$ cat config.mk
export PLATFORM = sky130hd
export DESIGN_NAME = ms_rr_merger_flat
export DESIGN_NICKNAME = d
export VERILOG_FILES = /design/src/rtl/ms_rr_merger_if.sv /design/src/rtl/ms_rr_merger.sv /design/src/flat_wrapper.sv
export SDC_FILE = /design/constraint.sdc
export NUM_CORES = 1
export LEC_CHECK = 0
export ABC_AREA = 0
export BUFFER_PORTS_ARGS = -buffer_cell sky130_fd_sc_hd__buf_2
export CAP_MARGIN = 20
export CORE_MARGIN = 5
export CORE_UTILIZATION = 52
export CTS_BUF_LIST = sky130_fd_sc_hd__clkbuf_8
export DETAILED_ROUTE_END_ITERATION = 16
export PLACE_DENSITY_LB_ADDON = 0.05
export SKIP_CTS_REPAIR_TIMING = 1
export SYNTH_ARGS = -nofsm -noshare
export SYNTH_HDL_FRONTEND = slang
export SYNTH_SLANG_ARGS = --single-unit
$ cat constraint.sdc
create_clock -name ck -period 1.9 [get_ports ck]
set_clock_uncertainty 0.1 [all_clocks]
set_input_delay 0.285 -clock ck [delete_from_list [all_inputs] [get_ports ck]]
set_output_delay 0.285 -clock ck [all_outputs]
set_load 0.05 [all_outputs]
$ cat src/rtl/ms_rr_merger_if.sv
// ----------------------------------------------------------------------------
// ms_rr_merger_if
//   Bundle of the merger's producer-side and downstream-side signals.
//
//   in_write  [FLUX]        per-stream write strobe (producer -> merger)
//   in_data   [FLUX*WIDTH]  per-stream data, stream i at [i*WIDTH +: WIDTH]
//   in_full   [FLUX]        per-stream local-queue full (merger -> producer)
//   out_write               write strobe to the downstream FIFO
//   out_data  [WIDTH]       data to the downstream FIFO
//   out_full  [FLUX]        per-flux full flag from the downstream FIFO
//
//   modport master : the environment (producers + downstream FIFO)
//   modport slave  : the merger itself
// ----------------------------------------------------------------------------
interface ms_rr_merger_if #(
  parameter int WIDTH = 8,
  parameter int FLUX  = 2
);
  logic [FLUX-1:0]       in_write;
  logic [FLUX*WIDTH-1:0] in_data;
  logic [FLUX-1:0]       in_full;
  logic                  out_write;
  logic [WIDTH-1:0]      out_data;
  logic [FLUX-1:0]       out_full;

  modport master (
    output in_write, in_data, out_full,
    input  in_full, out_write, out_data
  );

  modport slave (
    input  in_write, in_data, out_full,
    output in_full, out_write, out_data
  );
endinterface

$ cat src/rtl/ms_rr_merger.sv
// ----------------------------------------------------------------------------
// ms_rr_merger
//   Collects FLUX independent producer streams, buffers each in a 2-entry
//   local queue and serializes them onto one write port in strict
//   round-robin flux order (0,1,..,FLUX-1,0,..). Only the downstream full
//   flag of the flux currently due is honoured; an empty or blocked due
//   flux stalls the whole merger so the interleave is never reordered.
//
//   Ports:
//     ck    : clock, rising edge
//     rst   : asynchronous active-low reset
//     bus   : ms_rr_merger_if.slave (in_write/in_data/in_full,
//             out_write/out_data/out_full)
//
//   Parameters: WIDTH (data bits), FLUX (streams, 2..8)
//
//   Build option MS_MERGE_BYPASS_EN: when defined, a write to the due flux
//   whose queue is empty and whose downstream is not full is forwarded to
//   out_data in the same cycle without being stored (0-cycle latency,
//   adds a combinational in_* -> out_* path). Undefined by default.
// ----------------------------------------------------------------------------
module ms_rr_merger #(
  parameter int WIDTH = 8,
  parameter int FLUX  = 2
) (
  input  logic           ck,
  input  logic           rst,
  ms_rr_merger_if.slave  bus
);

  localparam int PW = $clog2(FLUX);

  typedef logic [WIDTH-1:0] word_t;

  // Per-flux 2-entry queue state.
  word_t           mem     [FLUX][2];
  logic [FLUX-1:0] wr_ptr;
  logic [FLUX-1:0] rd_ptr;
  logic [1:0]      count   [FLUX];

  // Round-robin pointer: flux currently due on the output.
  logic [PW-1:0]   ptr;

  logic [FLUX-1:0] push;
  logic [FLUX-1:0] pop;
  logic            emit;     // head of queue ptr leaves this cycle
  logic            bypass;   // in_data of flux ptr forwarded directly
  logic            advance;  // a word leaves, ptr moves on
  word_t           head;
  word_t           bypass_data;

  // --------------------------------------------------------------------------
  // Emit / enqueue decisions
  // --------------------------------------------------------------------------
  // NOTE: every signal driven here gets a default at the top of the block so
  // no path leaves one unassigned, which would otherwise infer a latch.
  always_comb begin
    head        = mem[ptr][rd_ptr[ptr]];
    bypass_data = '0;
    bypass      = 1'b0;
    emit        = (count[ptr] != 2'd0) && !bus.out_full[ptr];

`ifdef MS_MERGE_BYPASS_EN
    bypass_data = bus.in_data[int'(ptr)*WIDTH +: WIDTH];
    bypass      = (count[ptr] == 2'd0) && bus.in_write[ptr] && !bus.out_full[ptr];
`endif

    advance       = emit || bypass;
    bus.out_write = advance;
    if (emit)        bus.out_data = head;
    else if (bypass) bus.out_data = bypass_data;
    else             bus.out_data = '0;

    push = '0;
    pop  = '0;
    for (int i = 0; i < FLUX; i++) begin
      // Full is judged on registered count only: a same-cycle pop does not
      // open the slot for a write in that same cycle. A bypassed word is
      // consumed directly and never stored.
      push[i] = bus.in_write[i] && (count[i] != 2'd2) &&
                !(bypass && (int'(ptr) == i));
      pop[i]  = emit && (int'(ptr) == i);
    end
  end

  always_comb begin
    bus.in_full = '0;
    for (int i = 0; i < FLUX; i++) begin
      bus.in_full[i] = (count[i] == 2'd2);
    end
  end

  // --------------------------------------------------------------------------
  // State registers
  // --------------------------------------------------------------------------
  // NOTE: sequential state uses non-blocking assignments so every register
  // samples pre-edge values regardless of statement order.
  always_ff @(posedge ck or negedge rst) begin
    if (!rst) begin
      ptr    <= '0;
      wr_ptr <= '0;
      rd_ptr <= '0;
      for (int i = 0; i < FLUX; i++) begin
        count[i] <= 2'd0;
        // NOTE: the queue storage is reset too; queued data must be
        // discarded and the data registers read zero after reset.
        mem[i][0] <= '0;
        mem[i][1] <= '0;
      end
    end else begin
      if (advance) begin
        ptr <= (int'(ptr) == FLUX - 1) ? '0 : ptr + 1'b1;
      end
      for (int i = 0; i < FLUX; i++) begin
        if (push[i]) begin
          mem[i][wr_ptr[i]] <= bus.in_data[i*WIDTH +: WIDTH];
          wr_ptr[i]         <= ~wr_ptr[i];
        end
        if (pop[i]) begin
          rd_ptr[i] <= ~rd_ptr[i];
        end
        // Push needs count<2 and pop needs count>0, so this never wraps;
        // simultaneous push and pop leave the count unchanged.
        count[i] <= count[i] + {1'b0, push[i]} - {1'b0, pop[i]};
      end
    end
  end

endmodule

$ cat src/flat_wrapper.sv
// flat-port wrapper written by rule: the top's interface ports become plain ports
module ms_rr_merger_flat 
#(
  parameter int WIDTH = 8,
  parameter int FLUX  = 2
)
  (ck, rst, bus_in_write, bus_in_data, bus_out_full, bus_in_full, bus_out_write, bus_out_data);
  ms_rr_merger_if #(.WIDTH(WIDTH), .FLUX(FLUX)) bus_i ();
  input  logic ck;
  input  logic rst;
  input wire logic [$bits(bus_i.in_write)-1:0] bus_in_write;
  input wire logic [$bits(bus_i.in_data)-1:0] bus_in_data;
  input wire logic [$bits(bus_i.out_full)-1:0] bus_out_full;
  output wire logic [$bits(bus_i.in_full)-1:0] bus_in_full;
  output wire logic [$bits(bus_i.out_write)-1:0] bus_out_write;
  output wire logic [$bits(bus_i.out_data)-1:0] bus_out_data;
  assign bus_i.in_write = bus_in_write;
  assign bus_i.in_data = bus_in_data;
  assign bus_i.out_full = bus_out_full;
  assign bus_in_full = bus_i.in_full;
  assign bus_out_write = bus_i.out_write;
  assign bus_out_data = bus_i.out_data;
  ms_rr_merger #(.WIDTH(WIDTH), .FLUX(FLUX)) u_core (.ck(ck), .rst(rst), .bus(bus_i));
endmodule
After elaboration in Yosys (flattened, before gate mapping) --
Index checks and enable logic that the tools add are counted. Widths: inputs -> output; s select.
Cells by class: add/subtract/negate cells 5, $lt $le $gt $ge 7, equality and inequality tests 4, multiplexer cells 21, bitwise logic cells 9, reductions and logical operators 9
Operators by type and width (number):
- $mux 16 | 3
- $mux 8 | 6
- $bwmux 16 | 2
- $demux 8 s1 | 2
- $ge 2x2->1 const B | 4
- $not 1->2 | 4
- $logic_and 1x1->1 | 7
- $mux 2 | 3
- $mux 1 | 5
- $not 1->1 | 5
- $add 2x1->2 | 2
- $eq 2x2->1 const B | 2
- $lt 2x1->1 const B | 2
- $ne 2x2->1 const B | 2
- $sub 2x1->2 | 2
- $lt 1x2->1 const B | 1
- $reduce_bool 2->1 | 1
- $add 1x1->1 const B | 1
- $logic_not 1->1 | 1
Storage, ports and cells: flip-flop bits (word level) 41, bits of input ports 22, output and inout bits 11, word-level logic and storage cells 66

Longest topological paths before layout --
Gate-level depths: netlist of the first run.
depth after elaboration 8, gate-level depth with buffers 8, gate-level depth less buffers 8

Worst setup path before layout of the first run --
OpenSTA, ideal clock, no wires.
path kind register to output, start point register u_core.ptr, end point output bus_out_data[0], arrival time 1769 ps, required time 1515 ps, setup slack -254 ps, cell stages (with the launch flop) 4, buffers on the path 1, cell sequence dfrtp_1 buf_6 o32a_1 nor2b_1
On the way: word-level cells in the longest chain between the ends 8, elaborated cells between the ends (all ways) 19, classes of those cells mux: 14; bitwise: 2; reduce/logical: 3
Ends and longest elaborated chain:
- start: declaration | line ms_rr_merger.sv:42 | logic [PW-1:0] ptr;
- start signal: assignment | line ms_rr_merger.sv:112 | ptr <= (int'(ptr) == FLUX - 1) ? '0 : ptr + 1'b1;
- $not 1->2 (implied by the code) | line ms_rr_merger.sv:58, ms_rr_merger.sv:61
- $mux 16 (implied by the code) (3 in a row) | line ms_rr_merger.sv:58 | head = mem[ptr][rd_ptr[ptr]];
- $mux 8 (implied by the code) (3 in a row) | line ms_rr_merger.sv:58
- $mux 8 (*) | line ms_rr_merger.sv:70 | if (emit) bus.out_data = head;
- end: declaration | line flat_wrapper.sv:16 | output wire logic [$bits(bus_i.out_data)-1:0] bus_out_data;
Every way passes the cells marked *; elsewhere a longest branch is shown, timed or not. The select of a mux whose other input is x is not followed.

Final worst setup path of the first run --
start point register u_core.ptr, end point output bus_out_data[2]
The elaborated chain is that of the path after synthesis.

==> results of run 1 <==
[power by group]
group          internal (mW)  leakage (nW)  switching [mW]
clock network          0.244        0.0519           0.264
logic                   1.59         0.603            1.37
registers               1.34         0.481           0.285
total                   3.18          1.14            1.92
[layer usage]
metal | share of wire | track usage
met5 | 0 | 0
met4 | 0.019 | 0.0626
met3 | 0.046 | 0.0426
met2 | 0.52 | 0.269
met1 | 0.42 | 0.200
[metrics by stage]
step / cell area [um2] / setup slack, ns / utilization
2_1_floorplan: 1940 / -0.0685 / -
3_3_place_gp: 2260 / 0.00897 / 0.621
3_5_place_dp: 2260 / -0.0576 / 0.621
4_1_cts: 2340 / -0.354 / 0.643
5_1_grt: 2490 / -0.275 / 0.684
6_report: 2490 / -0.202 / 0.684
[sequential cells by signal (all words and copies together), names as in the netlist]
signal / count
u_core.mem: 32
u_core.count: 4
u_core.rd_ptr: 2
u_core.wr_ptr: 2
u_core.ptr: 1
[logic make-up after synthesis]
| kind of cell | Yosys count |
|---|---|
| xor+xnor | 8 |
| fa+ha+maj | 4 |
| buf+inv | 9 |
| compound gates | 2 |
| mux | 41 |
| simple gates | 21 |
| flops | 41 |
[worst reg2reg max path: stages (launching register included)]
cell and delay, ns:
dfrtp_2 0.42, buf_6 0.16, nand2b_1 0.07, or2_2 0.31, inv_1 0.06, ha_1 0.23
inv_2 0.07, ha_4 0.13, xnor2_2 0.11, xnor2_1 0.13
[area by class of cell]
type / instances / area share
Sequential cell: 41 / 0.413
Timing Repair Buffer: 45 / 0.143
Multi-Input combinational cell: 76 / 0.375
Clock inverter: 3 / 0.00453
Inverter: 8 / 0.0121
Tap cell: 48 / 0.0242
Clock buffer: 5 / 0.0277
[path summary, 6_finish.rpt]
check	endpoint	slack, ns	cells past startpoint
setup / recovery	bus_out_data[2]	-0.20	5
hold / removal	u_core.mem[15]	0.14	2
setup reg to reg	u_core.count[1]	0.04	9
hold reg to reg	u_core.mem[28]	0.40	1
max in group asynchronous	u_core.mem[11]	0.83	3
min in group asynchronous	u_core.mem[12]	0.39	2
[cells in the final DEF, fill, tap and decap left out, types with 2 or more instances in the layout]
cell type / instances
xnor2_1: 4
ha_1: 3
buf_2: 23
nor2_1: 2
mux4_2: 8
inv_2: 3
buf_6: 12
inv_1: 8
xor2_1: 3
mux2_2: 31
nor3b_4: 2
nand2b_2: 2
and2_1: 2
dfrtp_1: 40
nand3_1: 2
buf_4: 6
clkbuf_8: 5
nor2b_4: 8
buf_8: 2
==> impl_metrics.py, run 1 <==
metrics = {
    "detailed_routing": {
        "drc": 0,
        "antenna_left": 0,
        "wl_per_cell_um": 16.2,
        "drt-total-wl_um": 3660,
        "drt_iter0_markers": 67,
        "drt_first_pass_iters": 4,
        "vias_per_cell": 5.24,
        "vias": 1185,
    },
    "timing": {
        "setup_violations": 9,
        "rsz0062_at_grt": "true",
        "layout_setup_ws_ns": -0.202,
        "report.final.slew_viol_count": 0,
        "finalHoldViolCount": 0,
        "min_period_ns": 2.10,
        "fin_crit_sh": 1.11,
        "tns_ns": -1.62,
        "worst_slew_pin_slew_ns": 0.495,
        "slew_headroom": 0.670,
        "hold_slack_ns": 0.138,
        "fmax_mhz": 476,
    },
    "die": {
        "rows": 22,
        "die_w_um": 70.8,
        "dieArea_mm2": 0.00502,
        "io_pins": 33,
        "die_h_um": 70.8,
        "coreArea_mm2": 0.00363,
        "start_util": 0.530,
    },
    "flow_run": {
        "max_cap_viol_count": 0,
    },
    "global_routing": {
        "grt_max_degree": 22,
        "overflow": 0,
        "track_usage": 0.161,
        "grt_first_pass_wirelength_um": 6210,
        "antenna_found_initial": 0,
        "grt_pass1_vias": 1326,
    },
    "logic_synthesis": {
        "synth-main-ff-cell": "dfrtp_1",
        "synth_nets": 152,
        "synthTopCellsByCount": "dfrtp_1 (41), mux2_2 (31), nor2b_1 (8)",
        "ys_types": 23,
        "synth_compound_area_frac": 0.00910,
        "yosysTopAreaCell": "dfrtp_1",
        "yosys_warnings": 0,
        "syn-cell-area_mm2": 0.00192,
        "synth-simple-area-share": 0.0793,
        "seq_area_frac_synth": 0.533,
        "yosysMostFrequentCell": "dfrtp_1",
        "syn_avg_cell_area_um2": 15.3,
        "synth_xor_area_frac": 0.0364,
        "synth_top_family_by_area": "multiplexers",
        "ys_async_sr_fraction": 1.00,
        "netlist_top_cells_area": "dfrtp_1 (53%), mux2_2 (18%), mux4_2 (8.2%), ha_1 (2.6%), nor2b_1 (2.6%)",
        "yosysTopAreaCellShare": 0.533,
        "syn-instance-count": 126,
        "ys_ff_latch": 41,
        "synth_edf_count": 0,
        "synthAdderAreaFrac": 0.0260,
        "synthMuxAreaShare": 0.295,
    },
    "clock_network": {
        "cts_buffers": 5,
        "cts_buffer_depth": 2,
        "cts-root-buf": "clkbuf_8",
        "cts.clk_slew.worst_paths_ns": 0.07,
        "cts_tree": "built",
        "h-tree-depth": 2,
        "cts.sinks": 41,
        "clk_latency_ns": 0.28,
    },
    "cells_and_area": {
        "n_fill_cell": 285,
        "nets": 203,
        "drive_gt1_frac": 0.607,
        "n_antenna_cell": 0,
        "finalNonFillerCells": 226,
        "seq_area_mm2": 0.00103,
        "multi_input_area_um2": 933,
        "area_growth_pct": 29.2,
    },
    "worst_setup_path": {
        "crit_slowest_cell": "dfrtp_2",
        "required_ns": 1.51,
        "worstPathCellList": "buf_6, o32a_1, buf_6, nor2b_4, buf_8",
        "path_delay_family": "buffers and inverters",
        "critPathMaxFanout": 7,
        "criticalPathCategory": "reg2out",
        "path_buf_inv": 3,
        "cp.arrival_ns": 1.72,
        "cp_common_cell": "buf_6",
        "r2r-start": "u_core.ptr",
        "cp-end-kind": "primary output",
        "startpoint_type": "flip-flop",
        "crit_start": "u_core.ptr",
        "critPathMaxStageDelay_ns": 0.45,
    },
    "power": {
        "power_leakage_nw": 1.14,
        "powerDensity_mw_per_mm2": 2050,
        "total_power_mw": 5.09,
        "ir_drop_mv": 0.937,
    },
    "outcome": {
        "violations": "negative setup slack",
        "status": "finished, violations left",
    },
    "placement": {
        "globalplace.congestion": 0.722,
        "dp_cells": 217,
        "portBuffers": 32,
        "dp_hpwl_um": 2720,
    },
    "worst_hold_path": {
        "hold_class": "in2reg",
        "hold_start": "bus_in_data[15]",
    },
}
Power figures use the tool's default switching activity.
==> inputs of run 2 (changes only) <==
--- a/config.mk
+++ b/config.mk
@@ -13,6 +13,7 @@
 export CTS_BUF_LIST = sky130_fd_sc_hd__clkbuf_8
 export DETAILED_ROUTE_END_ITERATION = 16
 export PLACE_DENSITY_LB_ADDON = 0.05
+export REMOVE_ABC_BUFFERS = 1
 export SKIP_CTS_REPAIR_TIMING = 1
 export SYNTH_ARGS = -nofsm -noshare
 export SYNTH_HDL_FRONTEND = slang
==> run 2 against run 1 <==
Critical path type unchanged. Register-to-register slack worse by 0.18 ns. Die area is the same. The flow still finishes with violations (negative setup slack). Largest power group unchanged. Wire length increased by 8.6%. Final cell count grew 0.88%. Via count up 2.4%. Critical path depth is the same. Power is 0.63% lower. Clock power is 9.1% higher. Core utilization is 0.34 points lower.
==> impl_metrics.py, run 2 (synthesized netlist as in run 1, its figures left out) <==
metrics = {
    "worst_setup_path": {
        "cp_common_cell": "buf_6",
        "rrSetupSlack_ns": -0.14,
        "r2r-start": "u_core.ptr",
        "startpoint_type": "flip-flop",
        "r2r_cells": 9,
        "criticalPathCategory": "reg2out",
        "crit_slowest_cell": "dfrtp_2",
        "critPathMaxFanout": 5,
        "path_buf_inv": 2,
        "critPathMaxStageDelay_ns": 0.43,
        "r2r_end": "u_core.count[1]",
        "worstPathCellList": "mux2i_4, buf_6, mux4_2, nor2b_4, buf_6",
        "crit_end": "bus_out_data[0]",
        "crit_start": "u_core.ptr",
        "required_ns": 1.51,
        "cp.depth": 5,
        "cp-end-kind": "primary output",
        "cp.arrival_ns": 1.76,
        "path_delay_family": "multiplexers",
    },
    "clock_network": {
        "cts.sinks": 41,
        "h-tree-depth": 2,
        "cts.clk_slew.worst_paths_ns": 0.07,
        "clk_latency_ns": 0.29,
        "cts_buffers": 5,
        "cts_tree": "built",
        "cts_buffer_depth": 2,
        "cts-root-buf": "clkbuf_8",
    },
    "worst_hold_path": {
        "hold_class": "in2reg",
    },
    "global_routing": {
        "track_usage": 0.165,
        "overflow": 0,
        "grt_first_pass_wirelength_um": 6360,
        "antenna_found_initial": 0,
        "grt_pass1_vias": 1291,
        "grt_max_degree": 24,
    },
    "timing": {
        "rsz0062_at_grt": "true",
        "hold_slack_ns": 0.129,
        "finalHoldViolCount": 0,
        "fin_crit_sh": 1.13,
        "min_period_ns": 2.15,
        "slew_headroom": 0.669,
        "report.final.slew_viol_count": 0,
        "setup_violations": 10,
        "worst_slew_pin_slew_ns": 0.495,
        "fmax_mhz": 466,
        "layout_setup_ws_ns": -0.246,
    },
    "detailed_routing": {
        "wl_per_cell_um": 17.4,
        "drt_iter0_markers": 30,
        "drt-total-wl_um": 3970,
        "drt_first_pass_iters": 2,
        "vias_per_cell": 5.32,
        "drc": 0,
        "vias": 1214,
        "antenna_left": 0,
    },
    "cells_and_area": {
        "final_area_mm2": 0.00247,
        "reg_top3": "u_core.mem (32), u_core.count (4)",
        "top_register": "u_core.mem",
        "final_cell_mix": "dfrtp_1 (40), mux2_2 (31), buf_2 (23)",
        "multi_input_area_um2": 926,
        "n_fill_cell": 277,
        "mostFrequentLayoutCell": "dfrtp_1",
        "nets": 205,
        "drive_gt1_frac": 0.606,
        "largest_reg_flops": 32,
        "area_growth_pct": 28.5,
        "seq_area_mm2": 0.00103,
        "n_antenna_cell": 0,
        "final_util": 0.681,
        "finalNonFillerCells": 228,
    },
    "placement": {
        "dp_cells": 217,
        "globalplace.congestion": 0.743,
        "dp_hpwl_um": 2720,
        "portBuffers": 32,
        "placed_cell_area_mm2": 0.00224,
    },
    "power": {
        "total_power_mw": 5.06,
        "ir_drop_mv": 0.992,
        "powerDensity_mw_per_mm2": 2050,
        "power_leakage_nw": 1.12,
    },
    "die": {
        "io_pins": 33,
        "coreArea_mm2": 0.00363,
        "dieArea_mm2": 0.00502,
        "start_util": 0.530,
        "die_h_um": 70.8,
        "rows": 22,
        "die_w_um": 70.8,
    },
    "outcome": {
        "violations": "negative setup slack",
        "status": "finished, violations left",
    },
    "flow_run": {
        "max_cap_viol_count": 0,
    },
}
## run 2: cell count changes in the layout (fill, tap and decap cells not counted), moves of 2 or more
| cell | change |
|---|---|
| o32a_4 | +2 |
| nor2b_1 | +4 |
| buf_4 | +3 |
| clkinv_2 | +2 |
| nor2b_4 | -4 |
| buf_8 | -2 |
| inv_1 | -2 |
## run 2: metal layers
metal,track usage,share of wire,vias to the layer above
met5,0,0,-
met4,0.0626,0.012,0
met3,0.0440,0.065,7
met2,0.256,0.49,32
met1,0.223,0.44,619
li1,-,-,556
## run 2: how the worst min path moves through the flow
stage	start	to	slack, ns	cells past startpoint
floorplan	rst	u_core.count[0]	-0.11	0
global placement	rst	u_core.wr_ptr[1]	0.15	1
detailed placement	rst	u_core.wr_ptr[1]	0.16	1
CTS	rst	u_core.wr_ptr[1]	-0.16	1
global route	bus_in_data[11]	u_core.mem[3]	0.13	2
finish	bus_in_data[15]	u_core.mem[15]	0.13	2
## run 2: power by group
group          switching (mW)  internal [mW]  leakage (nW)
registers               0.296           1.34         0.481
clock network           0.300          0.253        0.0439
logic                    1.36           1.52         0.597
## run 2: layout make-up
| type | instances | area share |
|---|---|---|
| well taps | 48 | 0.0243 |
| multi-input cells | 77 | 0.374 |
| inverters | 8 | 0.0121 |
| clock buffers | 5 | 0.0278 |
| clock inverters | 3 | 0.00708 |
| repair buffers | 46 | 0.139 |
| flip-flops and latches | 41 | 0.415 |
## run 2: worst reg2reg max path: stages (launching register included)
cell	delay, ns
dfrtp_2	0.43
buf_4	0.20
nand2b_1	0.14
or2_2	0.34
inv_1	0.07
ha_1	0.23
inv_1	0.05
ha_1	0.14
xnor2_1	0.13
xnor2_1	0.14
## run 2: stage by stage
stage          TNS [ns]  worst slack [ns]
2_1_floorplan     -4.43            -0.541
3_3_place_gp     -0.351           -0.0448
3_5_place_dp     -0.658            -0.100
4_1_cts           -3.60            -0.423
5_1_grt           -3.04            -0.315
6_report          -2.15            -0.246
==> inputs of run 3 (changes only) <==
--- a/config.mk
+++ b/config.mk
@@ -12,7 +12,7 @@
 export CORE_UTILIZATION = 52
 export CTS_BUF_LIST = sky130_fd_sc_hd__clkbuf_8
 export DETAILED_ROUTE_END_ITERATION = 16
-export PLACE_DENSITY_LB_ADDON = 0.05
+export PLACE_DENSITY = 0.87
 export REMOVE_ABC_BUFFERS = 1
 export SKIP_CTS_REPAIR_TIMING = 1
 export SYNTH_ARGS = -nofsm -noshare
==> run 3 against run 2 <==
The run still ends with negative setup slack left. Power rose by 0.25%. Non-clock buffer count fell by 4. Combinational power fell by 2%. Setup slack improved by 0.012 ns. Clock-buffer cell count rose by 2. First-iteration DRC count rose by 20%. Critical path depth rose by 1. Worst hold slack improved by 0.0069 ns. Maximum frequency rose by 0.58%. Clock power rose by 10%. Highest routed layer unchanged.
==> impl_metrics.py, run 3 (synthesized netlist as in run 1, its figures left out) <==
metrics = {
    "outcome": {
        "status": "finished, violations left",
        "violations": "negative setup slack",
    },
    "detailed_routing": {
        "antenna_left": 0,
        "drt_iter0_markers": 36,
        "vias_per_cell": 5.44,
        "drt-total-wl_um": 4070,
        "vias": 1218,
        "drt_first_pass_iters": 4,
        "drc": 0,
        "wl_per_cell_um": 18.2,
    },
    "die": {
        "die_h_um": 70.8,
        "rows": 22,
        "coreArea_mm2": 0.00363,
        "start_util": 0.530,
        "io_pins": 33,
        "die_w_um": 70.8,
        "dieArea_mm2": 0.00502,
    },
    "clock_network": {
        "cts.sinks": 41,
        "cts-root-buf": "clkbuf_8",
        "cts_buffers": 5,
        "cts_buffer_depth": 2,
        "cts_tree": "built",
        "h-tree-depth": 2,
        "clk_latency_ns": 0.29,
        "cts.clk_slew.worst_paths_ns": 0.08,
    },
    "placement": {
        "portBuffers": 32,
        "dp_hpwl_um": 2910,
        "globalplace.congestion": 0.764,
    },
    "cells_and_area": {
        "largest_reg_flops": 32,
        "reg_top3": "u_core.mem (32), u_core.count (4)",
        "area_growth_pct": 27.8,
        "n_antenna_cell": 0,
        "top_register": "u_core.mem",
        "nets": 201,
        "drive_gt1_frac": 0.585,
        "final_cell_mix": "dfrtp_1 (41), mux2_2 (31), buf_2 (23)",
        "mostFrequentLayoutCell": "dfrtp_1",
    },
    "timing": {
        "slew_headroom": 0.657,
        "worst_slew_pin_slew_ns": 0.513,
        "fin_crit_sh": 1.12,
        "rsz0062_at_grt": "true",
        "layout_setup_ws_ns": -0.233,
        "fmax_mhz": 469,
        "report.final.slew_viol_count": 0,
        "tns_ns": -1.95,
        "min_period_ns": 2.13,
        "finalHoldViolCount": 0,
        "setup_violations": 10,
    },
    "worst_setup_path": {
        "r2r-start": "u_core.ptr",
        "crit_start": "u_core.ptr",
        "cp.arrival_ns": 1.75,
        "cp-end-kind": "primary output",
        "critPathMaxFanout": 8,
        "worstPathCellList": "buf_6, mux2i_4, buf_12, mux4_2, nor2b_1, buf_6",
        "crit_slowest_cell": "dfrtp_1",
        "critPathMaxStageDelay_ns": 0.37,
        "criticalPathCategory": "reg2out",
        "cp_common_cell": "buf_6",
        "path_delay_family": "multiplexers",
        "required_ns": 1.51,
        "startpoint_type": "flip-flop",
        "path_buf_inv": 3,
    },
    "global_routing": {
        "grt_first_pass_wirelength_um": 6690,
        "top_usage_layer": "met2",
        "track_usage": 0.174,
        "grt.met3_usage": 0.0483,
        "use_met2": 0.302,
        "grt_pass1_vias": 1416,
        "overflow": 0,
        "grtUsageMet1": 0.211,
        "antenna_found_initial": 0,
        "grt_max_degree": 42,
    },
    "power": {
        "ir_drop_mv": 0.986,
        "total_power_mw": 5.07,
        "powerDensity_mw_per_mm2": 2060,
        "power_leakage_nw": 1.11,
    },
    "worst_hold_path": {
        "hold_start": "bus_in_data[5]",
        "hold_class": "in2reg",
    },
    "flow_run": {
        "max_cap_viol_count": 0,
    },
}
## run 3: path summary, 6_finish.rpt
kind | endpoint | slack [ns] | depth (start not counted)
setup / recovery | bus_out_data[1] | -0.23 | 6
hold / removal | u_core.mem[21] | 0.14 | 2
setup reg to reg | u_core.count[1] | -0.10 | 9
hold reg to reg | u_core.mem[15] | 0.40 | 1
max in group asynchronous | u_core.mem[0] | 1.11 | 3
min in group asynchronous | u_core.count[3] | 0.39 | 3
## run 3: power by group
group,internal [mW],switching (mW),leakage [nW]
registers,1.33,0.296,0.482
clock network,0.328,0.284,0.0542
logic,1.46,1.37,0.576
## run 3: area by class of cell
cell class,instances,area (um2)
Fill cell,285,1170
Clock inverter,1,5.00
Inverter,8,30.0
Tap cell,48,60.1
Sequential cell,41,1030
Clock buffer,7,96.3
Multi-Input combinational cell,77,918
Timing Repair Buffer,42,323
## run 3: per-stage QoR
step	hold slack, ns	instances	worst slack [ns]	util	area [um2]
after floorplan	-0.111	125	-0.541	-	1910
after global placement	0.165	212	-0.0574	0.605	2200
after detailed placement	0.170	212	-0.0859	0.605	2200
after CTS	-0.140	220	-0.409	0.633	2300
after global routing	0.128	224	-0.282	0.677	2460
final	0.136	224	-0.233	0.677	2460
## run 3: per-layer routing
metal	wire length (um)	vias to the layer above
met5	0	-
li1	-	546
met4	46	0
met1	1690	634
met2	2160	32
met3	176	6
## run 3: worst register-to-register path: stages (launching register included)
cell and delay (ns):
dfrtp_1 0.37, buf_4 0.21, nand2b_1 0.14, or2_2 0.33, inv_1 0.07, ha_1 0.23, inv_1 0.06, ha_1 0.14
xnor2_1 0.15, xnor2_1 0.14
